===== src/rtl/atpg_pkg.sv =====
// Shared types and constants for the two-pattern (init/launch) ATPG applier.
// The MISR constants are only used when ATPG_MISR_EN is defined.
package atpg_pkg;

  // Run sequencer states. Each pattern passes through INIT, LAUNCH and CAPTURE.
  typedef enum logic [2:0] {
    ST_IDLE,
    ST_INIT,
    ST_LAUNCH,
    ST_CAPTURE,
    ST_DONE
  } state_e;

  localparam int              MISR_W    = 16;
  // Feedback taps for the polynomial x^16 + x^12 + x^5 + 1.
  localparam logic [MISR_W-1:0] MISR_POLY = 16'h1021;

  // Computes one MISR step: shift the state left, apply the feedback
  // polynomial when the bit shifted out is 1, then XOR in the new data word.
  function automatic logic [MISR_W-1:0] misr_step(input logic [MISR_W-1:0] s,
                                                  input logic [MISR_W-1:0] d);
    return {s[MISR_W-2:0], 1'b0} ^ (s[MISR_W-1] ? MISR_POLY : '0) ^ d;
  endfunction

endpackage


===== src/rtl/atpg_pattern_ram.sv =====
// Pattern-pair storage: one word per slot holding {init, launch, exp, mask}.
// Writes are synchronous. Reads are combinational, so a slot written at a
// clock edge is visible to the reader during the next cycle.
module atpg_pattern_ram
  import atpg_pkg::*;
#(
  parameter int IN_W  = 4,
  parameter int OUT_W = 1,
  parameter int DEPTH = 4,
  localparam int AW   = $clog2(DEPTH),
  localparam int W    = 2*IN_W + 2*OUT_W
) (
  input  logic             clk,
  input  logic             i_we,
  input  logic [AW-1:0]    i_waddr,
  input  logic [IN_W-1:0]  i_init,
  input  logic [IN_W-1:0]  i_launch,
  input  logic [OUT_W-1:0] i_exp,
  input  logic [OUT_W-1:0] i_mask,
  input  logic [AW-1:0]    i_raddr,
  output logic [IN_W-1:0]  o_init,
  output logic [IN_W-1:0]  o_launch,
  output logic [OUT_W-1:0] o_exp,
  output logic [OUT_W-1:0] o_mask
);

  logic [W-1:0] r_mem [DEPTH];
  logic [W-1:0] w_rd;

  // Slot write. The contents are deliberately not reset, so patterns survive a reset.
  always_ff @(posedge clk) begin
    if (i_we) r_mem[i_waddr] <= {i_init, i_launch, i_exp, i_mask};
  end

  assign w_rd     = r_mem[i_raddr];
  assign o_init   = w_rd[W-1 -: IN_W];
  assign o_launch = w_rd[2*OUT_W +: IN_W];
  assign o_exp    = w_rd[OUT_W +: OUT_W];
  assign o_mask   = w_rd[0 +: OUT_W];

endmodule


===== src/rtl/atpg_pattern_applier.sv =====
// On-chip two-pattern transition-fault applier. Each stored pattern pair is
// applied as follows: the init vector is held for HOLD_CYC cycles, then the
// launch vector is held for CAPT_CYC cycles and through the capture cycle.
// The DUT response is then sampled and compared under the stored mask.
// Optional build macro ATPG_MISR_EN adds a 16-bit response signature output.
module atpg_pattern_applier
  import atpg_pkg::*;
#(
  parameter int IN_W     = 4,
  parameter int OUT_W    = 1,
  parameter int DEPTH    = 4,
  parameter int HOLD_CYC = 2,
  parameter int CAPT_CYC = 1,
  parameter int CNT_W    = 8,
  localparam int AW      = $clog2(DEPTH)
) (
  input  logic               clk,
  input  logic               rst_n,
  input  logic               ld_we,
  input  logic [AW-1:0]      ld_addr,
  input  logic [IN_W-1:0]    ld_init,
  input  logic [IN_W-1:0]    ld_launch,
  input  logic [OUT_W-1:0]   ld_exp,
  input  logic [OUT_W-1:0]   ld_mask,
  input  logic               start,
  input  logic [AW:0]        num_pat,
  output logic [IN_W-1:0]    dut_in,
  input  logic [OUT_W-1:0]   dut_out,
  output logic               busy,
  output logic               done,
  output logic               cap_valid,
  output logic [AW-1:0]      cap_idx,
  output logic [OUT_W-1:0]   cap_data,
  output logic               cap_fail,
`ifdef ATPG_MISR_EN
  output logic [MISR_W-1:0]  signature,
`endif
  output logic [CNT_W-1:0]   fail_cnt
);

  // state   | meaning
  // IDLE    | accept loads, wait for start
  // INIT    | drive init[idx] for HOLD_CYC cycles
  // LAUNCH  | drive launch[idx] for CAPT_CYC cycles
  // CAPTURE | hold launch[idx], sample dut_out at the closing edge
  // DONE    | one-cycle done pulse, then back to IDLE

  localparam int TMR_MAX = (HOLD_CYC > CAPT_CYC) ? HOLD_CYC : CAPT_CYC;
  localparam int TMR_W   = $clog2(TMR_MAX + 1);
  localparam logic [TMR_W-1:0] HOLD_LD = TMR_W'(HOLD_CYC - 1);
  localparam logic [TMR_W-1:0] CAPT_LD = TMR_W'(CAPT_CYC - 1);

  state_e             r_state;
  logic [TMR_W-1:0]   r_tmr;
  logic [AW-1:0]      r_idx;
  logic [AW:0]        r_num;
  logic [IN_W-1:0]    r_dut_in;
  logic               r_busy;
  logic               r_done;
  logic               r_cap_valid;
  logic [AW-1:0]      r_cap_idx;
  logic [OUT_W-1:0]   r_cap_data;
  logic               r_cap_fail;
  logic [CNT_W-1:0]   r_fail_cnt;

  logic               w_we;
  logic [IN_W-1:0]    w_init;
  logic [IN_W-1:0]    w_launch;
  logic [OUT_W-1:0]   w_exp;
  logic [OUT_W-1:0]   w_mask;
  logic               w_miss;
  logic               w_last;

  // Storage is only writable in IDLE, so the patterns cannot change during a run.
  assign w_we   = ld_we && (r_state == ST_IDLE);
  assign w_miss = |((dut_out ^ w_exp) & w_mask);
  assign w_last = ({1'b0, r_idx} == (r_num - (AW+1)'(1)));

  atpg_pattern_ram #(
    .IN_W  (IN_W),
    .OUT_W (OUT_W),
    .DEPTH (DEPTH)
  ) u_ram (
    .clk      (clk),
    .i_we     (w_we),
    .i_waddr  (ld_addr),
    .i_init   (ld_init),
    .i_launch (ld_launch),
    .i_exp    (ld_exp),
    .i_mask   (ld_mask),
    .i_raddr  (r_idx),
    .o_init   (w_init),
    .o_launch (w_launch),
    .o_exp    (w_exp),
    .o_mask   (w_mask)
  );

`ifdef ATPG_MISR_EN
  logic [MISR_W-1:0] r_sig;
  logic [MISR_W-1:0] w_cap_ext;
  assign w_cap_ext = MISR_W'(dut_out);
  assign signature = r_sig;

  // Signature register: cleared on an accepted start, stepped on each capture.
  always_ff @(posedge clk) begin
    if (!rst_n) begin
      r_sig <= '0;
    end else if (r_state == ST_IDLE && start) begin
      r_sig <= '0;
    end else if (r_state == ST_CAPTURE) begin
      r_sig <= misr_step(r_sig, w_cap_ext);
    end
  end
`endif

  // Run sequencer. dut_in is registered, so it lags the state by one cycle.
  always_ff @(posedge clk) begin
    if (!rst_n) begin
      r_state     <= ST_IDLE;
      r_tmr       <= '0;
      r_idx       <= '0;
      r_num       <= '0;
      r_dut_in    <= '0;
      r_busy      <= 1'b0;
      r_done      <= 1'b0;
      r_cap_valid <= 1'b0;
      r_cap_idx   <= '0;
      r_cap_data  <= '0;
      r_cap_fail  <= 1'b0;
      r_fail_cnt  <= '0;
    end else begin
      r_done      <= 1'b0;
      r_cap_valid <= 1'b0;
      case (r_state)
        ST_IDLE: begin
          if (start) begin
            r_fail_cnt <= '0;
            if (num_pat != '0) begin
              r_num   <= num_pat;
              r_idx   <= '0;
              r_tmr   <= HOLD_LD;
              r_busy  <= 1'b1;
              r_state <= ST_INIT;
            end else begin
              r_done  <= 1'b1;
              r_state <= ST_DONE;
            end
          end
        end
        ST_INIT: begin
          r_dut_in <= w_init;
          if (r_tmr == '0) begin
            r_tmr   <= CAPT_LD;
            r_state <= ST_LAUNCH;
          end else begin
            r_tmr <= r_tmr - TMR_W'(1);
          end
        end
        ST_LAUNCH: begin
          r_dut_in <= w_launch;
          if (r_tmr == '0) r_state <= ST_CAPTURE;
          else             r_tmr   <= r_tmr - TMR_W'(1);
        end
        ST_CAPTURE: begin
          r_dut_in    <= w_launch;
          r_cap_valid <= 1'b1;
          r_cap_idx   <= r_idx;
          r_cap_data  <= dut_out;
          r_cap_fail  <= w_miss;
          if (w_miss && (r_fail_cnt != '1)) r_fail_cnt <= r_fail_cnt + CNT_W'(1);
          if (w_last) begin
            r_busy  <= 1'b0;
            r_done  <= 1'b1;
            r_state <= ST_DONE;
          end else begin
            r_idx   <= r_idx + AW'(1);
            r_tmr   <= HOLD_LD;
            r_state <= ST_INIT;
          end
        end
        ST_DONE: r_state <= ST_IDLE;
        default: r_state <= ST_IDLE;
      endcase
    end
  end

  assign dut_in    = r_dut_in;
  assign busy      = r_busy;
  assign done      = r_done;
  assign cap_valid = r_cap_valid;
  assign cap_idx   = r_cap_idx;
  assign cap_data  = r_cap_data;
  assign cap_fail  = r_cap_fail;
  assign fail_cnt  = r_fail_cnt;

endmodule


===== config.mk =====
export PLATFORM = sky130hd
export DESIGN_NAME = atpg_pattern_applier
export DESIGN_NICKNAME = d
export VERILOG_FILES = /design/src/rtl/atpg_pkg.sv /design/src/rtl/atpg_pattern_ram.sv /design/src/rtl/atpg_pattern_applier.sv
export SDC_FILE = /design/constraint.sdc
export NUM_CORES = 1
export LEC_CHECK = 0
export ABC_AREA = 1
export ABC_CLOCK_PERIOD_IN_PS = 2400
export BUFFER_PORTS_ARGS = -buffer_cell sky130_fd_sc_hd__buf_2
export CELL_PAD_IN_SITES_DETAIL_PLACEMENT = 1
export CELL_PAD_IN_SITES_GLOBAL_PLACEMENT = 1
export CORE_MARGIN = 2
export CORE_UTILIZATION = 46
export CTS_BUF_LIST = sky130_fd_sc_hd__clkbuf_2
export CTS_CLUSTER_DIAMETER = 50
export CTS_CLUSTER_SIZE = 40
export DETAILED_ROUTE_END_ITERATION = 7
export PLACE_DENSITY_LB_ADDON = 0.1
export SETUP_SLACK_MARGIN = 0.05
export SLEW_MARGIN = 20
export SYNTH_ARGS = -nofsm -noshare
export SYNTH_HDL_FRONTEND = slang
export SYNTH_SLANG_ARGS = --single-unit

===== constraint.sdc =====
create_clock -name clk -period 2.4 [get_ports clk]
set_input_delay 0.48 -clock clk [delete_from_list [all_inputs] [get_ports clk]]
set_output_delay 0.48 -clock clk [all_outputs]
set_load 0.01 [all_outputs]

# [Word-level counts from Yosys, hierarchy flattened]
# Memories as Yosys holds them, arrays and structs flattened. A register that Yosys moved wholly into a read port is not among the register bits.
# Index checks and enable logic that the tools add are counted.
[totals] wordCells=80 memories=1 ramBits=40 out_inout_bits=19 input_bits=20 ff_bits=29
[op_classes] eq_ne=13 n_reduce_logical=15 n_bitwise=2 n_mux=33 addsub=4
[mem_list] name="u_ram.r_mem" words=4 width=10 read_ports=1 rd_ports_with_merged_regs=1 write_ports=1 line_no="atpg_pattern_ram.sv:27" source="logic [W-1:0] r_mem [DEPTH];"
[ops] operator="2-bit 2-to-1 mux" n=10
[ops] operator="8-bit 2-to-1 mux" n=2
[ops] operator="8-bit case mux with 2 select lines" n=1
[ops] operator="3-bit 2-to-1 mux" n=5
[ops] operator="2-bit != test, second input constant" n=7
[ops] operator="3-bit case mux with 4 select lines" n=1
[ops] operator="1-bit 2-to-1 mux" n=9
[ops] operator="3-bit AND reduction" n=3
[ops] operator="8-bit by 1-bit adder with 8-bit output, second input constant" n=1
[ops] operator="8-bit != test, second input constant" n=1
[ops] operator="2-bit case mux with 4 select lines" n=1
[ops] operator="4-bit case mux with 2 select lines" n=1
[ops] operator="4-bit AND reduction" n=2
[ops] operator="3-bit by 2-bit equality test with 1-bit output, second input constant" n=2
[ops] operator="5-bit AND reduction" n=1
[ops] operator="1-bit case mux with 2 select lines" n=2
[ops] operator="2-bit case mux with 2 select lines" n=1
[ops] operator="2-bit nonzero test" n=2
[ops] operator="4-bit nonzero test" n=1
[ops] operator="2-bit by 3-bit equality test with 1-bit output" n=1
[ops] operator="3-bit by 1-bit equality test with 1-bit output, second input constant" n=1
[ops] operator="3-bit logical NOT" n=1
[ops] operator="3-bit nonzero test" n=1
[ops] operator="3-bit by 1-bit subtractor with 3-bit output, second input constant" n=1
[ops] operator="8 further kinds" n=9

# [Longest topological paths before layout]
# Gate-level depths: netlist (run 1).
[logic_depth] ltp_word=6 depth_mapped=12 depth_no_buf=10

# [Cells and area by module]
# From an unflattened synthesis (run 1), not the netlist that was laid out.
[unflattened] cells_unflattened=410 hier_area_um2=3344.5
[by_module_without_submodules] mod="atpg_pattern_ram" area_each_um2=1720.4 instances=1 seq_area_each_um2=1201.2 cells_per_inst=164
[by_module_without_submodules] mod="atpg_pattern_applier" area_each_um2=1624.1 instances=1 seq_area_each_um2=580.6 cells_per_inst=246

# [Worst setup path before layout (run 1)]
# No wires, ideal clock.
[synth_path] path_type="register -> register" from="register r_state[2]" to="memory u_ram.r_mem[0][0] (netlist name), enable pin" setup_time_ps=390 slack_ps=508 n_path_buf=0 arrival_time_ps=1502 stages_incl_launch_ff=6 required_time_ps=2010 synth_period_minus_slack_ps=1892 path_cell_list="dfxtp_1 nor2_1 nand2_2 inv_2 nand2_1 nor3_1"
[synth_via] elab_chain_len=4
[synth_rtl] item="start, declared" line_no="atpg_pattern_applier.sv:53" source="state_e r_state;"
[synth_rtl] item="start signal, assigned" line_no="atpg_pattern_applier.sv:119" source="r_state <= ST_IDLE;"
[synth_rtl] item="start signal, assigned" line_no="atpg_pattern_applier.sv:143" source="r_state <= ST_INIT;"
[synth_rtl] item="start signal, assigned" line_no="atpg_pattern_applier.sv:146" source="r_state <= ST_DONE;"
[synth_rtl] item="3-bit logical NOT" line_no="atpg_pattern_applier.sv:75" source="assign w_we = ld_we && (r_state == ST_IDLE);"
[synth_rtl] item="1-bit logical AND" line_no="atpg_pattern_applier.sv:75"
[synth_rtl] item="1-bit 2-to-1 mux" line_no="atpg_pattern_ram.sv:32" source="if (i_we) r_mem[i_waddr] <= {i_init, i_launch, i_exp, i_mask};"
[synth_rtl] item="1-bit 2-to-1 mux (not written as such)" line_no="atpg_pattern_ram.sv:32"
[synth_rtl] item="end, declared" line_no="atpg_pattern_ram.sv:27"
# Every way passes these cells.

# [Worst setup path in the final report (run 1)]
[layout_path] from="register r_state[1]" to="register r_fail_cnt[5], in the netlist fail_cnt[5]"
[layout_via] elab_chain_len=3 word_cells_on_any_way=7 classes_between="eq/ne (3); mux (1); reduce/logical (3)"
[layout_rtl] item="3-bit by 2-bit equality test with 1-bit output / 3-bit logical NOT (equally long branches)" line_no="atpg_pattern_applier.sv:134" source="case (r_state)"
[layout_rtl] item="2-bit != test (no line) / 2-bit nonzero test (equally long branches)"
[layout_rtl] item="3-bit AND reduction (no line)"
[layout_rtl] item="end signal, assigned" line_no="atpg_pattern_applier.sv:170" source="if (w_miss && (r_fail_cnt != '1)) r_fail_cnt <= r_fail_cnt + CNT_W'(1);"
[layout_rtl] item="end, declared" line_no="atpg_pattern_applier.sv:64" source="logic [CNT_W-1:0] r_fail_cnt;"
# Parallel ways exist; a longest one is shown, timed or not.
# A chain may end at the register's enable or synchronous reset.

==> metrics.txt, run 1 <==
top cells by count, synth nand2_1, edfxtp_1, nor2_1; YS warnings 0; Tcrit/Tclk final 79.9%; Post-Synth Adder-Cell Area 1.99%; post-synthesis mux area share 0%; critical path arrival 2.30 ns; Power Dens Cells 1090 nW/um^2; XOR/XNOR Fraction of Synth Area 1.11%; synth unique cells 31; row cnt 30; Clock H-tree levels 3; routability cong. 0.790; number of I/O pins 39; core area 6720 um^2; leak pwr 1.56 nW; simple-gate share of the synthesized area 25.0%; number of synthesized flops with an enable pin 40; antenna violations before repair 0; Met3 Wirelength 185 um; Max clock buf depth 2; most numerous cell in the Yosys netlist nand2_1; Die H 86.8 um; max layer used met4; TritonCTS Sinks 71; Max Freq 0.522 GHz; area fraction of the dominant cell type after synthesis 38.1%; # diodes 0; hold_buf cts 0; final hold slack 0.188 ns; fin util 53.6%; Die Area 7530 um^2; die width 86.8 um; ys async rst share 0%; count of state elements after synthesis 71; VDD IR max 0.000628 V; Synth Area in Compound Gates 7.98%; max cap viols 0; clock root cell clkbuf_2; WL met2 3.55 mm; WS Path Type register to register; RSZ-0062 raised after global routing no; layout cell share with drive strength beyond 1 20.2%; setup TNS 0 ns; vias per inst 5.28; cell count after synthesis 344; Hold Crit Class input port to register; via count 2515; Syn Area/Cell 9.16 um^2; dpl cells 460; # setup viols final 0; critical path peak fanout 14; Total Wirelength 7.35 mm; Starting Density 46.9%; post-CTS sizing 0; grt total ovfl 0; TritonRoute pass-1 iters 4; Crit. End Element register; first-pass GRT wire length 11.8 mm; Mapped Nets 369; CTS tree yes; DP Area 3440 um^2; Cell Area, Synth 3150 um^2; Fillers 815; M1 WL 3.50 mm; setup bufs post-CTS 0; fin nets 416; status finished clean; Main synth FF type edfxtp_1; Slew @ Worst Pin 0.470 ns; minimum clock period after layout 1.92 ns; number of global-route vias before repair 2529; Avg WL per Cell 15.4 um; First DRT Iteration DRCs 127; Synth area leader edfxtp_1; synth-to-layout area growth 14.4%; DR DRC count 0; sequential fraction of the synthesis area 57.8%; Worst slew margin 68.6%; area occupied by multi-input gates 1140 um^2; post-route cell area 3600 um^2; CP required 2.78 ns; Synth area leaders edfxtp_1, dfxtp_1, nand2_1; clk_lat worst skew 0.49 ns; largest net degree at the start of global routing 21; largest family of logic cells by synthesized area simple AND/OR/NAND/NOR gates; DP HPWL 5.22 mm; Total GRT Usage 20.5%; register area 1820 um^2; Final Max Tran Viols 0; clock skew 0.0175 ns; fin cells 476; Routed Antenna Nets 0; TritonCTS buffer count 9; Hold Vio Cnt, Final 0; crit path launch type register; # port buffers 38; clk slew on worst S/H paths 0.21 ns
-- worst paths after layout --
kind	start	endpoint	slack, ns	cells after the start
setup / recovery	r_state[1]	fail_cnt[5]	0.48	9
hold / removal	ld_launch[2]	u_ram.r_mem[3][4]	0.19	1
setup reg to reg	r_state[1]	fail_cnt[5]	0.48	9
hold reg to reg	r_num[2]	r_num[2]	0.48	2
-- report_power, final --
| part | internal, mW | total [mW] | switching [mW] |
|---|---|---|---|
| clock | 0.453 | 0.896 | 0.442 |
| sequential | 1.50 | 1.66 | 0.154 |
| combinational | 0.488 | 1.39 | 0.906 |
-- cell families after synthesis --
group / count (synthesis)
AOI/OAI and AO/OA: 44
xor gates and xnor gates: 4
adders and majority gates: 5
buffers and inverters: 44
DFF: 71
and+or+nand+nor: 176
-- layout by cell type (no fill, tap or decap), types with 2 or more instances in the layout --
master     instances
nand2_1           83
edfxtp_1          40
buf_2             38
nor2_1            34
nand3_1           33
dfxtp_1           31
inv_1             29
o21ai_0           18
a21oi_1           15
nor3_1            11
clkbuf_2           9
buf_4              9
o22ai_1            6
ha_1               5
inv_2              4
nand2_2            3
xor2_1             3
nand3_2            3
bufinv_16          3
nand2_4            2
nand4_1            2
a21oi_2            2
nand3b_1           2
inv_6              2
-- sequential cells by signal, indices dropped and copies added, names as in the netlist, named ones only --
name,flops
r_num,3
cap_data,1
r_tmr,2
cap_idx,2
cap_valid,1
done,1
cap_fail,1
r_state,3
r_idx,2
dut_in,4
fail_cnt,8
u_ram.r_mem,40
busy,1
-- critical path, stage by stage, from the launching register on --
cell,delay (ns)
dfxtp_1,0.43
nand2_2,0.08
nor2_4,0.28
inv_2,0.16
nand2_2,0.11
nand2_4,0.07
a21oi_4,0.33
nand2_1,0.17
nand2_1,0.12
a21oi_2,0.05
-- through the flow --
step | worst slack [ns] | power [mW]
after floorplan | 0.508 | 2.69
after global placement | 0.647 | 3.03
after global routing | 0.273 | 4.24
after detailed placement | 0.517 | 3.07
after CTS | 0.467 | 3.98
final | 0.483 | 3.95
-- per-layer routing --
metal / track usage, % / vias up
li1: - / 1249
met1: 27.3 / 1220
met2: 33.4 / 37
met3: 3.33 / 9
met4: 8.66 / 0
met5: 0 / -
-- layout make-up --
type	instances	area share [%]
Clock buffer	9	1.25
Inverter	33	3.44
Timing Repair Buffer	47	7.15
Sequential cell	71	50.5
Tap cell	80	2.78
Clock inverter	7	3.30
Multi-Input combinational cell	229	31.6
Note: power is estimated with default switching activity, not from simulation.
==> inputs of run 2 (changes only) <==
ABC_CLOCK_PERIOD_IN_PS = 2000   (was 2400)
clock period = 2 ns   (was 2.4 ns; I/O delays follow)
==> run 2 against run 1 <==
Sequential share of layout area fell by 0.78 points. Cell count rose by 1.1%. Critical path depth rose by 2. Wire length rose by 7.6%. Clock skew fell by 0.0076 ns. Register-to-register slack got worse by 0.28 ns. Worst hold slack got worse by 0.11 ns. Critical path type unchanged. Critical endpoint is now fail_cnt[2]. Largest power group unchanged. Highest routed layer unchanged.
==> metrics.txt, run 2 (synthesis results as in run 1) <==
status finished clean; Total GRT Usage 22.7% (+2.1 points); critical path's slowest cell dfxtp_1; Comb pwr share 35.2% (about the same); Avg WL per Cell 16.4 um (+6.5%); die width 86.8 um (unchanged); Worst slew margin 69.5% (+0.87 points); antenna violations before repair 0 (unchanged); synth-to-layout area growth 16.2%; crit path launch type register; CP required 2.47 ns (-0.31 ns); clock root cell clkbuf_2; minimum clock period after layout 1.80 ns (-0.118 ns); switching part of the total 37.0% (-1.1 points); leak pwr 1.59 nW (+2.4%); Crit. End Element register; DR DRC count 0 (unchanged); Starting Density 46.9% (unchanged); most frequent cells in the layout nand2_1, edfxtp_1, buf_2, nor2_1, nand3_1; vias per inst 5.33 (+0.97%); VDD IR max 0.000875 V (+39%); critical path arrival 2.27 ns (-0.03 ns); critical path peak fanout 11 (-3); Die H 86.8 um (unchanged); Clock H-tree levels 3 (unchanged); Total Wirelength 7.91 mm (+7.6%); DP HPWL 5.47 mm (+4.9%); CTS tree yes; Max Freq 0.556 GHz (+6.5%); TritonRoute pass-1 iters 4 (unchanged); Int Pwr 3.11 mW (+27%); setup TNS 0 ns (unchanged); CP Cell Sequence inv_2, nand2_1, nand3_1, nand2_1, nand2_1, nand3_2, nand2_1, buf_4, nand3_1, nand2_1, nor2_1; Net Sw Power 1.83 mW (+22%); Die Area 7530 um^2 (unchanged); Power Dens Cells 1350 nW/um^2 (+23%); # diodes 0 (unchanged); Routed Antenna Nets 0 (unchanged); max cap viols 0 (unchanged); Slew @ Worst Pin 0.457 ns (-0.0124 ns); fin nets 421 (+1.2%); Crit path top cell by count nand2_1; Crit path largest cell delay 0.55 ns (+0.12 ns); RSZ-0062 raised after global routing no; Hold Vio Cnt, Final 0 (unchanged); First DRT Iteration DRCs 123 (-3.1%); row cnt 30 (unchanged); Hold Crit Class input port to register; TritonCTS Sinks 71 (unchanged); via count 2566 (+2.0%); number of flip-flops in the largest register 40 (unchanged); WS Path Type register to register; grt total ovfl 0 (unchanged); Top reg by flops u_ram.r_mem; Final Power 4.93 mW (+25%); Max clock buf depth 2 (unchanged); clk_lat worst skew 0.52 ns (+0.03 ns); clk slew on worst S/H paths 0.20 ns (about the same); number of I/O pins 39 (unchanged); layout cell share with drive strength beyond 1 21.2% (+0.99 points); first-pass GRT wire length 12.9 mm (+9.7%); # setup viols final 0 (unchanged); number of global-route vias before repair 2681 (+6.0%); part of the power in the clock network 24.1% (+1.4 points); Reg power frac 40.6% (-1.4 points); clock skew 0.00995 ns (-0.00758 ns); core area 6720 um^2 (unchanged); largest net degree at the start of global routing 19 (-9.5%); Tcrit/Tclk final 90.0% (+10 points); commonest non-fill, non-tap cell in the layout nand2_1; # port buffers 38 (unchanged); Final Max Tran Viols 0 (unchanged); TritonCTS buffer count 9 (unchanged); routability cong. 0.794 (+0.48%)
-- run 2: cell types whose count changed in the layout (fill, tap and decap cells not counted), sizes merged --
cell	before	now
bufinv	3	4
clkinv	1	2
buf	47	52
inv	35	33
clkinvlp	1	0
clkbuf	9	10
-- run 2: per-stage QoR --
| step | hold slack (ns) | worst slack [ns] | util, % | instances | area, um^2 |
|---|---|---|---|---|---|
| finish | 0.0818 | 0.201 | 54.5 | 481 | 3660 |
| global route | 0.0424 | 0.0745 | 54.5 | 481 | 3660 |
| CTS | 0.0445 | 0.208 | 54.3 | 479 | 3650 |
| detailed placement | 0.458 | 0.281 | 51.5 | 463 | 3460 |
| global placement | 0.448 | 0.334 | 51.5 | 463 | 3460 |
| floorplan | 0.436 | 0.108 | - | 344 | 3150 |
-- run 2: critical path: cells and delay by family (launching register included) --
family	cells	cell delay, ns
and+or+nand+nor	9	0.82
buffers and inverters	2	0.39
DFF	1	0.55
-- run 2: final cells by class --
cell class	count	area, um^2
fill	818	3060
clock buffer	10	50.0
multi-input combinational	229	1140
inverter	33	124
clock inverter	6	133
timing repair buffer	52	295
sequential	71	1820
tap	80	100
-- run 2: timing repair --
action / in CTS / in global routing
setup buffers: 0 / 2
hold buffers: 0 / 0
gates resized for setup: 0 / 0
endpoints found under the setup margin: 0 / 1
-- run 2: path summary, 6_finish.rpt --
kind         cells past startpoint           endpoint          from  slack (ns)
max                             11        fail_cnt[2]      register        0.20
min reg2reg                      2               busy          busy        0.48
max reg2reg                     11        fail_cnt[2]      register        0.20
min                              1  u_ram.r_mem[2][3]  ld_launch[1]        0.08
-- run 2: routing by layer --
metal / part of all wire (%) / global-route usage [%] / up-vias
met3: 3.3 / 3.52 / 16
li1: - / - / 1251
met4: 2.6 / 10.9 / 0
met5: 0 / 0 / -
met1: 44 / 28.6 / 1251
met2: 50 / 38.1 / 48
-- run 2: power groups by stage --
stage               combinational [mW]  sequential [mW]  clock (mW)
floorplan                         1.20             2.03           0
global placement                  1.61             2.02           0
detailed placement                1.68             2.03           0
CTS                               1.71             2.00        1.21
global route                      1.98             2.04        1.27
finish                            1.74             2.00        1.19
==> inputs of run 3 (changes only) <==
MAX_ROUTING_LAYER = met4   (was unset)
==> run 3 against run 2 <==
First-iteration DRC count increased by 4.9%. Sequential share of layout area unchanged. Power about the same. Worst setup slack got worse by 0.0025 ns. Sequential power about the same. Critical path depth decreased by 1. Global-route usage increased by 0.76 points. Clock skew decreased by 0.0010 ns.
==> metrics.txt, run 3 (synthesis results as in run 1) <==
leak pwr 1.59 nW (unchanged); Avg WL per Cell 16.4 um (about the same); VDD IR max 0.000874 V (-0.11%); largest net degree at the start of global routing 19 (unchanged); row cnt 30 (unchanged); worst setup slack after layout 0.198 ns (-0.00246 ns); # diodes 0 (unchanged); Die Area 7530 um^2 (unchanged); post-CTS sizing 0 (unchanged); Top reg by flops u_ram.r_mem; flop2flop setup slack 0.20 ns (about the same); Routed Antenna Nets 0 (unchanged); TritonRoute pass-1 iters 4 (unchanged); clk slew on worst S/H paths 0.19 ns (about the same); critical path arrival 2.24 ns (-0.03 ns); Clock H-tree levels 3 (unchanged); setup TNS 0 ns (unchanged); Hold Vio Cnt, Final 0 (unchanged); core area 6720 um^2 (unchanged); critical path peak fanout 11 (unchanged); number of global-route vias before repair 2685 (+0.15%); First DRT Iteration DRCs 129 (+4.9%); CTS tree yes; clk_lat worst skew 0.52 ns (about the same); fin nets 421 (unchanged); number of I/O pins 39 (unchanged); via count 2586 (+0.78%); first-pass GRT wire length 12.9 mm (-0.22%); Slew @ Worst Pin 0.457 ns (-0.0000919 ns); minimum clock period after layout 1.80 ns (+0.00246 ns); Reg power frac 40.6% (about the same); # setup viols final 0 (unchanged); Max clock buf depth 2 (unchanged); Total GRT Usage 23.4% (+0.76 points); grt total ovfl 0 (unchanged); Max Freq 0.555 GHz (-0.14%); commonest non-fill, non-tap cell in the layout nand2_1; Crit. End Element register; Tcrit/Tclk final 90.1% (+0.12 points); RSZ-0062 raised after global routing no; number of flip-flops in the largest register 40 (unchanged); Comb pwr share 35.2% (about the same); TritonCTS buffer count 9 (unchanged); max cap viols 0 (unchanged); clock skew 0.00890 ns (-0.00104 ns); vias per inst 5.38 (+0.78%); Final Max Tran Viols 0 (unchanged); # port buffers 38 (unchanged); pre-CTS setup slack 0.281 ns (unchanged); status finished clean; clock root cell clkbuf_2; most frequent cells in the layout nand2_1, edfxtp_1, buf_2, nor2_1, nand3_1; Hold Crit Class input port to register; Int Pwr 3.11 mW (about the same); Power Dens Cells 1350 nW/um^2 (about the same); synth-to-layout area growth 16.2% (unchanged); Net Sw Power 1.83 mW (+0.12%); routability cong. 0.805 (+1.4%); switching part of the total 37.0% (about the same); Die H 86.8 um (unchanged); part of the power in the clock network 24.1% (about the same); Final Power 4.94 mW (about the same); Worst slew margin 69.5% (about the same); crit path launch type register; DP Area 3460 um^2 (unchanged); DR DRC count 0 (unchanged); post-route cell area 3660 um^2 (unchanged); die width 86.8 um (unchanged); antenna violations before repair 0 (unchanged); Total Wirelength 7.90 mm (about the same); TritonCTS Sinks 71 (unchanged); CP required 2.44 ns (-0.03 ns); WS Path Type register to register; Starting Density 46.9% (unchanged); layout cell share with drive strength beyond 1 21.2% (unchanged); DP HPWL 5.47 mm (unchanged)
==> run 3: path summary, 6_finish.rpt <==
| path | startpoint | to | cells past startpoint |
|---|---|---|---|
| hold / removal | ld_launch[1] | u_ram.r_mem[2][3] | 1 |
| setup reg to reg | register | fail_cnt[2] | 10 |
| setup / recovery | register | fail_cnt[2] | 10 |
| hold reg to reg | busy | busy | 2 |
==> run 3: repair_timing <==
item	CTS	global route
endpoints found under the setup margin	0	1
buffers inserted	0	2
endpoints found under the hold margin	0	0
hold buffers	0	0
==> run 3: metal layers <==
| layer | vias to the layer above | share of wire [%] | track usage [%] |
|---|---|---|---|
| li1 | 1254 | - | - |
| met1 | 1273 | 45 | 28.3 |
| met2 | 43 | 50 | 38.3 |
| met3 | 16 | 2.7 | 5.24 |
| met4 | 0 | 2.3 | 9.23 |
| met5 | - | 0 | - |
==> run 3: worst max-delay path, cell delays in order (launching register included) <==
cell and delay (ns):
dfxtp_1 0.55, inv_2 0.17, nand2_1 0.11, nand3_1 0.10, nand2_1 0.10, nand2_1 0.06
nand3_2 0.07, nand2_1 0.14, buf_4 0.22, a21oi_1 0.14, nor2_1 0.07
==> run 3: metrics by stage <==
stage	cells	hold slack [ns]	util, %
after floorplan	344	0.436	-
after global placement	463	0.448	51.5
after detailed placement	463	0.458	51.5
after CTS	479	0.0445	54.3
after global routing	481	0.0212	54.5
final	481	0.0809	54.5
==> run 3: power by group through the flow <==
stage / Combinational [mW] / Clock [mW] / Sequential [mW]
2_1_floorplan: 1.20 / 0 / 2.03
3_3_place_gp: 1.61 / 0 / 2.02
3_5_place_dp: 1.68 / 0 / 2.03
4_1_cts: 1.71 / 1.21 / 2.00
5_1_grt: 1.98 / 1.28 / 2.04
6_report: 1.74 / 1.19 / 2.01
==> run 3: final cells by class <==
cell class,count,area [um^2]
fill,818,3060
sequential,71,1820
multi-input combinational,229,1140
timing repair buffer,52,295
clock inverter,6,133
inverter,33,124
tap,80,100
clock buffer,10,50.0
